===== src/rtl/dmem_req_ctrl_pkg.sv =====
// Shared types and default constants for the data-memory request controller.
package dmem_req_ctrl_pkg;

  typedef enum logic [1:0] {
    IDLE = 2'd0,
    WAIT = 2'd1,
    RESP = 2'd2
  } state_t;

  localparam int          DEF_TIMEOUT  = 64;
  localparam int          DEF_CNT_W    = 7;
  localparam logic [31:0] DEF_ERR_DATA = 32'h0000_0000;

endpackage


===== src/rtl/dmem_req_ctrl.sv =====
// Initiator side of the slow dmem handshake: latches one MEM-stage access,
// holds the pipeline until dmem reports done (or a timeout fires), then returns.
module dmem_req_ctrl
  import dmem_req_ctrl_pkg::*;
#(
  parameter int          TIMEOUT  = DEF_TIMEOUT,
  parameter int          CNT_W    = DEF_CNT_W,
  parameter logic [31:0] ERR_DATA = DEF_ERR_DATA
) (
  input  logic        CLK,
  input  logic        RST,
  input  logic        cpu_req,
  input  logic        cpu_we,
  input  logic [31:0] cpu_addr,
  input  logic [31:0] cpu_wdata,
  output logic [31:0] cpu_rdata,
  output logic        stall,
  output logic        mem_we,
  output logic        mem_re,
  output logic [31:0] mem_addr,
  output logic [31:0] mem_wdata,
  input  logic [31:0] mem_rdata,
  input  logic        mem_done,
  output logic        timeout_err,
  output state_t      dbg_state
);

  // Handshake: cpu_req is a request held until stall drops; the access is
  // accepted in IDLE, enables stay high for every WAIT cycle, and mem_done is
  // only honoured while enables are high. RESP is the enable-low recovery cycle.

  localparam logic [CNT_W-1:0] TO_LAST = CNT_W'(TIMEOUT - 1);

  state_t           state;
  logic [CNT_W-1:0] wait_cnt;
  logic             we_q;
  logic [29:0]      addr_q;
  logic [31:0]      wdata_q;

  // Byte offset is dropped: every access is a full word.
  logic unused_addr_lsb;
  assign unused_addr_lsb = ^cpu_addr[1:0];

  always_ff @(posedge CLK) begin
    if (RST) begin
      state       <= IDLE;
      wait_cnt    <= '0;
      timeout_err <= 1'b0;
      cpu_rdata   <= '0;
      we_q        <= 1'b0;
      addr_q      <= '0;
      wdata_q     <= '0;
    end else begin
      case (state)
        IDLE: begin
          if (cpu_req) begin
            we_q     <= cpu_we;
            addr_q   <= cpu_addr[31:2];
            wdata_q  <= cpu_wdata;
            wait_cnt <= '0;
            state    <= WAIT;
          end
        end
        WAIT: begin
          wait_cnt <= wait_cnt + 1'b1;
          // done takes priority over a timeout landing on the same cycle
          if (mem_done) begin
            if (!we_q) cpu_rdata <= mem_rdata;
            state <= RESP;
          end else if (wait_cnt == TO_LAST) begin
            timeout_err <= 1'b1;
            if (!we_q) cpu_rdata <= ERR_DATA;
            state <= RESP;
          end
        end
        RESP:    state <= IDLE;
        default: state <= IDLE;
      endcase
    end
  end

  assign mem_we    = (state == WAIT) & we_q;
  assign mem_re    = (state == WAIT) & ~we_q;
  assign mem_addr  = {addr_q, 2'b00};
  assign mem_wdata = wdata_q;
  assign stall     = (state == WAIT) | ((state == IDLE) & cpu_req);
  assign dbg_state = state;

endmodule

===== config.mk =====
export PLATFORM = sky130hd
export DESIGN_NAME = dmem_req_ctrl
export DESIGN_NICKNAME = d
export VERILOG_FILES = /design/src/rtl/dmem_req_ctrl_pkg.sv /design/src/rtl/dmem_req_ctrl.sv
export SDC_FILE = /design/constraint.sdc
export NUM_CORES = 1
export LEC_CHECK = 0
export ABC_AREA = 1
export CAP_MARGIN = 20
export CORE_MARGIN = 2
export CORE_UTILIZATION = 56
export DETAILED_ROUTE_END_ITERATION = 7
export DONT_BUFFER_PORTS = 1
export PLACE_DENSITY = 0.73
export SYNTH_ARGS = -nofsm -noshare
export SYNTH_HDL_FRONTEND = slang
export SYNTH_SLANG_ARGS = --single-unit

===== constraint.sdc =====
create_clock -name CLK -period 1.3 [get_ports CLK]
set_input_delay 0.26 -clock CLK [delete_from_list [all_inputs] [get_ports CLK]]
set_output_delay 0.26 -clock CLK [all_outputs]
set_load 0.02 [all_outputs]

Word-level counts from Yosys, hierarchy flattened

Index checks and enable logic that the tools add are counted.

Register bits: 105
Input bits: 101
Output and inout port bits: 102
Word-level logic and storage cells: 36

Add/subtract/negate cells: 1
Equality and inequality tests: 4
Mux-type cells: 10
Bitwise logic cells: 6
Reductions and logical operators: 8

Operators with widths:

| operator            | count |
|---|---|
| $mux 32             | 4 |
| $pmux 7 s2          | 1 |
| $add 7x1->7 const B | 1 |
| $eq 7x6->1 const B  | 1 |
| $mux 7              | 1 |
| $mux 2              | 3 |
| $reduce_and 2->1    | 3 |
| $reduce_and 3->1    | 2 |
| $pmux 2 s2          | 1 |
| $reduce_bool 2->1   | 2 |
| $and 1x1->1         | 3 |
| $ne 3x3->1 const B  | 1 |
| $eq 2x1->1 const B  | 1 |
| $logic_not 2->1     | 1 |
| $ne 2x2->1 const B  | 1 |
| $not 1->1           | 2 |
| $or 1x1->1          | 1 |

Logic depth before layout (Yosys ltp)

Gate-level depths: netlist of the first run.

Depth after elaboration: 4
Gate-level depth with buffers: 9
Depth with buffers taken out: 8

Worst setup path before layout of the first run

OpenSTA, ideal clock, no wires.

Path type: flip-flop to output port
From: register state[0] (netlist: dbg_state[0])
To: output mem_we
Arrival time: 1.137 ns
Data required time: 1.040 ns
Path slack: -0.097 ns
Cell stages (with the launch flop): 6
Buffers on the path: 1
Cell sequence: dfxtp_1 inv_1 nor2_2 buf_2 inv_1 nor2_1

Cells in the longest elaborated chain, start to end: 2

RTL lines:

| item                   | line                | RTL |
|---|---|---|
| from (decl)            | dmem_req_ctrl.sv:34 | `state_t state;` |
| from (signal assigned) | dmem_req_ctrl.sv:46 | `state <= IDLE;` |
| from (signal assigned) | dmem_req_ctrl.sv:61 | `state <= WAIT;` |
| from (signal assigned) | dmem_req_ctrl.sv:69 | `state <= RESP;` |
| $eq 2x1->1             | dmem_req_ctrl.sv:82 | `assign mem_we = (state == WAIT) & we_q;` |
| $and 1x1->1            | dmem_req_ctrl.sv:82 |  |
| to (decl)              | dmem_req_ctrl.sv:18 | `output logic mem_we,` |

Every way passes these cells.

Worst setup path after layout of the first run

From: register state[0] (netlist: dbg_state[0])
To: output mem_re

Cells in the longest elaborated chain, start to end: 2

RTL lines:

| item        | line                | RTL |
|---|---|---|
| $eq 2x1->1  | dmem_req_ctrl.sv:83 | `assign mem_re = (state == WAIT) & ~we_q;` |
| $and 1x1->1 | dmem_req_ctrl.sv:83 |  |
| to (decl)   | dmem_req_ctrl.sv:19 | `output logic mem_re,` |

Every way passes these cells.

==> results of run 1 <==
[per-stage QoR]
| stage | setup TNS [ns] | instances | hold WS (ns) | utilization |
|---|---|---|---|---|
| 3_5_place_dp | -3.61 | 548 | 0.334 | 0.583 |
| 2_1_floorplan | -0.0191 | 485 | 0.407 | - |
| 3_3_place_gp | -2.05 | 548 | 0.332 | 0.583 |
| 5_1_grt | -3.06 | 573 | 0.0210 | 0.648 |
| 4_1_cts | -0.590 | 571 | 0.0264 | 0.636 |
| 6_report | -0.272 | 573 | 0.0385 | 0.648 |
[critical path: stages (launching register included)]
cell	delay [ns]
dfxtp_2	0.36
inv_2	0.05
nor2_4	0.11
nand2_2	0.09
inv_4	0.07
buf_6	0.11
[state kept, by name, indices dropped and copies added (netlist names)]
signal and cells:
we_q 1, cpu_rdata 32, timeout_err 1, dbg_state 2
addr_q 30, wait_cnt 7, mem_wdata 32
[per-layer routing]
metal / global-route usage / vias up
li1: - / 1549
met1: 0.251 / 1433
met2: 0.370 / 146
met3: 0.0610 / 17
met4: 0.104 / 0
met5: 0 / -
[worst paths after layout]
| check | from | to | slack (ns) | depth (start not counted) |
|---|---|---|---|---|
| worst min register to register | wait_cnt[3] | wait_cnt[3] | 0.50 | 2 |
| worst max register to register | dbg_state[0] | cpu_rdata[14] | -0.01 | 8 |
| worst min-delay path | mem_rdata[2] | cpu_rdata[2] | 0.04 | 2 |
| worst max-delay path | dbg_state[0] | mem_re | -0.09 | 5 |
[cell usage after synthesis]
cell type	instances
o22ai_1	1
inv_1	10
ha_1	1
nand2_1	69
nand4_1	1
buf_4	3
and3_2	1
nand3_1	3
inv_2	2
buf_2	13
conb_1	1
buf_6	7
nand2_2	10
a21oi_1	39
nor2_4	1
a22oi_1	1
clkbuf_1	10
dfxtp_1	105
o21ai_1	16
o21bai_1	2
o21ai_0	52
nand3b_1	1
nor2_1	131
nor2_2	3
nand2_4	1
[cell families after synthesis]
family / synth area share
compound gates: 0.148
simple gates: 0.233
fa+ha+maj: 0.00327
buf+inv: 0.0651
flops: 0.550
other cells: 0.000981
[power by group]
group / internal (W) / switching (W) / total [W] / leakage [nW]
Sequential: 0.00345 / 0.000419 / 0.00386 / 0.865
Combinational: 0.000290 / 0.000465 / 0.000755 / 0.701
Clock: 0.000765 / 0.00108 / 0.00184 / 0.0939
Total: 0.00450 / 0.00196 / 0.00646 / 1.66
[cell type report]
cell class | instances | area (sq um)
Clock buffer | 11 | 141
Clock inverter | 5 | 40.0
Fill cell | 568 | 2350
Inverter | 12 | 52.6
Multi-Input combinational cell | 337 | 1620
Sequential cell | 105 | 2110
Tap cell | 80 | 100
Timing Repair Buffer | 23 | 268
[timing repair]
action | CTS | global route
cloned | 2 | 1
pin swaps | 20 | 2
hold buffers | 1 | 0
endpoints found under the hold margin | 36 | 0
resized for setup | 25 | 13
setup endpoints to repair | 35 | 47
buffers inserted | 4 | 2
==> out/summary.txt, run 1 <==
outcome = complete, but fails checks
failing checks = negative setup slack
Final Cell Area = 4330 sq um
vias in the first global route = 2939
top sig layer = met4
FMAX = 0.719 GHz
max-cap violations = 0
core box area = 6680 sq um
drt pass-1 iters = 7
Hold WC Path Type = input pin to flop
initial antenna violation count = 0
placed cell areas = 3890 sq um
TritonCTS clock tree = yes
crit path launch type = flop
DR vias = 3145
crit-path max FO = 3
first-pass GRT wire length = 13000 um
post-synthesis cell area = 3820 sq um
worst-skew pair later-pin latency = 0.35 ns
met3 WL = 835 um
Synth top area share = 0.550
pin count of the biggest net entering global routing = 63
Synth area leaders = dfxtp_1 (55%), nor2_1 (13%), o21ai_0 (6.8%)
Netlist cell types = 25
PwrDens = 1490 nW/um^2
number of CTS-inserted buffers = 9
Clock H-tree levels = 3
# nets final = 590
hpwl dp = 5690 um
final setup fails = 8
CTS Buffer Depth = 2
commonest non-fill, non-tap cell in the layout = nor2_1
die area = 7500 sq um
WL/cell = 15.5 um
num ports = 203
Via-to-Cell Ratio = 5.49
DR WL met2 = 4450 um
area growth from synthesis to layout = 13.2%
# rows = 30
Iteration-0 DRC Markers = 195
GR Util All Layers = 0.217
# diodes = 0
Setup WS pre-CTS = -0.141 ns
period utilization = 1.07
top cell type by total area after synthesis = dfxtp_1
crit end category = primary output
Avg Cell Area, Syn = 7.90 sq um
clk_skew = 0.0126 ns
aggregate global routing overflow = 0
CP Data Required Time = 1.04 ns
Lkg Pwr = 1.66 nW
number of remaining DRC errors = 0
overall power = 0.00646 W
RSZ-0062 raised after global routing = yes
M1 wire length = 3420 um
crit path time final = 1.39 ns
I/O Buffers = 0
Arr. time, crit path = 1.13 ns
die width = 86.6 um
final WL = 8890 um
kind of critical path = flop to primary output
Root Buffer = clkbuf_8
Synth Warn # = 0
final hold viol count = 0
commonest cells after routing, fill and taps aside = nor2_1 (129), dfxtp_1 (101), nand2_1 (69), o21ai_0 (49), a21oi_1 (29)
Synth Register Bits = 105
Max VDD drop = 0.834 mV
die height = 86.6 um
Initial Util = 0.572
layout cells sized above 1 = 0.158
placer congestion estimate = 0.839
Clock Sinks = 105
clock-pin slew on the worst setup and hold paths = 0.10 ns
Cells after Synth = 484
final setup margin = -0.0899 ns
Seq/Total Area, Yosys = 0.550
antenna-violating nets left = 0
max-slew violation count = 0
Note: power is estimated with default switching activity, not from simulation.
==> run 2: changes to the inputs <==
--- a/config.mk
+++ b/config.mk
@@ -12,6 +12,7 @@
 export DETAILED_ROUTE_END_ITERATION = 7
 export DONT_BUFFER_PORTS = 1
 export PLACE_DENSITY = 0.73
+export SLEW_MARGIN = 20
 export SYNTH_ARGS = -nofsm -noshare
 export SYNTH_HDL_FRONTEND = slang
 export SYNTH_SLANG_ARGS = --single-unit
==> constraint.sdc (replaced) <==
create_clock -name CLK -period 1.3 [get_ports CLK]
set_input_delay 0.26 -clock CLK [delete_from_list [all_inputs] [get_ports CLK]]
set_output_delay 0.26 -clock CLK [all_outputs]
set_load 0.05 [all_outputs]
==> run 2 against run 1 <==
Effect of this change: the run ends with negative hold slack, negative setup slack left; non-clock buffer count grew 31; hold slack worse by 0.093 ns; clock skew grew 0.0051 ns; maximum frequency shrank 13%; critical path depth rose by 1; sequential cell count did not move; power rose by 14%; global-route usage grew 4.1 points; clock power increased by 6%; via count is 7.3% higher; count of clock-buffer cells in the layout grew 1.
==> out/summary.txt, run 2 (synthesis gave the netlist of run 1 again) <==
clock-pin slew on the worst setup and hold paths = 0.11 ns
Clock H-tree levels = 3
number of remaining DRC errors = 0
number of CTS-inserted buffers = 9
GR Util All Layers = 0.258
Via-to-Cell Ratio = 5.60
final setup margin = -0.306 ns
clk_skew = 0.0176 ns
antenna-violating nets left = 0
crit path time final = 1.61 ns
area growth from synthesis to layout = 31.8%
Crit path max-delay family = buffers and inverters
initial antenna violation count = 0
# rows = 30
# nets final = 620
Initial Util = 0.572
die height = 86.6 um
crit-path max FO = 4
max-slew violation count = 0
drt pass-1 iters = 4
CP Data Required Time = 1.04 ns
FMAX = 0.622 GHz
hpwl dp = 5960 um
worst reg2reg setup slack = -0.28 ns
placed cell areas = 4130 sq um
die width = 86.6 um
Root Buffer = clkbuf_8
Lkg Pwr = 2.08 nW
Fillers = 456
kind of critical path = flop to primary output
max-cap violations = 0
I/O Buffers = 0
final WL = 10800 um
Critical Path Most Common Cell = nor2_4
Inst Count DP = 570
Slew HR = 0.641
placer congestion estimate = 0.784
core box area = 6680 sq um
overall power = 0.00734 W
Reg2Reg Launch Point = dbg_state[0]
final setup fails = 36
crit path launch type = flop
layout cells sized above 1 = 0.361
Setup WS pre-CTS = -0.133 ns
PwrDens = 1460 nW/um^2
CP max stage delay = 0.38 ns
# diodes = 0
Clock Sinks = 105
commonest cells after routing, fill and taps aside = nor2_1 (128), dfxtp_1 (76), o21ai_0 (39), nand2_1 (38), a21oi_2 (32)
Hold Path Sink = cpu_rdata[13]
hold_ws = -0.0545 ns
Worst Hold Depth = 1
post-route insts no fill = 603
die area = 7500 sq um
Sequential Area = 2140 sq um
failing checks = negative hold slack, negative setup slack
Arr. time, crit path = 1.35 ns
Crit path depth = 6
aggregate global routing overflow = 0
commonest non-fill, non-tap cell in the layout = nor2_1
worst r2r dst = cpu_rdata[10]
period utilization = 1.24
RSZ-0062 raised after global routing = yes
DR vias = 3375
first-pass GRT wire length = 15200 um
vias in the first global route = 3206
TritonCTS clock tree = yes
Max VDD drop = 1.03 mV
Hold WC Path Type = input pin to flop
crit path max-delay cell type = dfxtp_4
Final Cell Area = 5040 sq um
crit end category = primary output
worst-skew pair later-pin latency = 0.36 ns
multi-input logic area = 1890 sq um
final hold viol count = 35
num ports = 203
Worst-Margin Slew = 0.537 ns
FF-to-FF path depth = 9
Worst Path Buf+Inv = 4
pin count of the biggest net entering global routing = 42
critical path, cell by cell = inv_4, nor2_4, buf_6, nor2_4, clkinvlp_4, buf_12
Iteration-0 DRC Markers = 130
WL/cell = 17.9 um
outcome = complete, but fails checks
hold path start = RST
CTS Buffer Depth = 2
run 2: cell types whose count changed in the layout (fill, tap and decap cells not counted), sizes merged:
cell	previous run	this run
nand2	82	81
clkinvlp	0	3
clkbuf	12	15
clkinv	4	2
buf	22	51
inv	13	11
run 2: cell type report:
class                      count  area share
clock buffer                  12      0.0330
clock inverter                 4     0.00472
inverter                      12      0.0119
multi-input combinational    336       0.375
sequential                   105       0.426
tap                           80      0.0199
timing repair buffer          54       0.129
run 2: report_power, final:
group | switching (W) | internal (W)
registers | 0.000817 | 0.00345
clock network | 0.00109 | 0.000863
logic | 0.000667 | 0.000454
run 2: repair_timing:
| item | in CTS | in global routing |
|---|---|---|
| hold endpoints to repair | 35 | 36 |
| setup endpoints to repair | 39 | 109 |
| gates cloned | 4 | 3 |
| setup buffers | 9 | 5 |
| pin swaps | 35 | 10 |
| gates resized for setup | 91 | 73 |
run 2: through the flow:
| stage | setup TNS (ns) | hold slack (ns) | util |
|---|---|---|---|
| floorplan | -2.86 | 0.403 | - |
| finish | -7.07 | -0.0545 | 0.754 |
| global route | -9.55 | -0.0748 | 0.754 |
| global placement | -2.18 | 0.333 | 0.619 |
| detailed placement | -3.54 | 0.334 | 0.619 |
| CTS | -5.71 | -0.0566 | 0.720 |
run 2: how the worst max path moves through the flow:
stage	startpoint	end
4_1_cts	dbg_state[1]	stall
3_3_place_gp	wait_cnt[0]	cpu_rdata[30]
6_report	dbg_state[0]	stall
5_1_grt	dbg_state[0]	mem_we
2_1_floorplan	dbg_state[0]	cpu_rdata[10]
3_5_place_dp	wait_cnt[0]	cpu_rdata[21]
run 2: layer usage:
layer,GRT usage,vias to the layer above,routed length (um)
li1,-,1617,-
met1,0.272,1572,4010
met2,0.473,168,5670
met3,0.0762,18,949
met4,0.111,0,166
met5,0,-,0
==> run 3: changes to the inputs <==
--- a/config.mk
+++ b/config.mk
@@ -9,6 +9,7 @@
 export CAP_MARGIN = 20
 export CORE_MARGIN = 2
 export CORE_UTILIZATION = 56
+export CTS_CLUSTER_SIZE = 28
 export DETAILED_ROUTE_END_ITERATION = 7
 export DONT_BUFFER_PORTS = 1
 export PLACE_DENSITY = 0.73
==> results of run 3 <==
Final layout, timing and power as in run 2 (identical DEF).
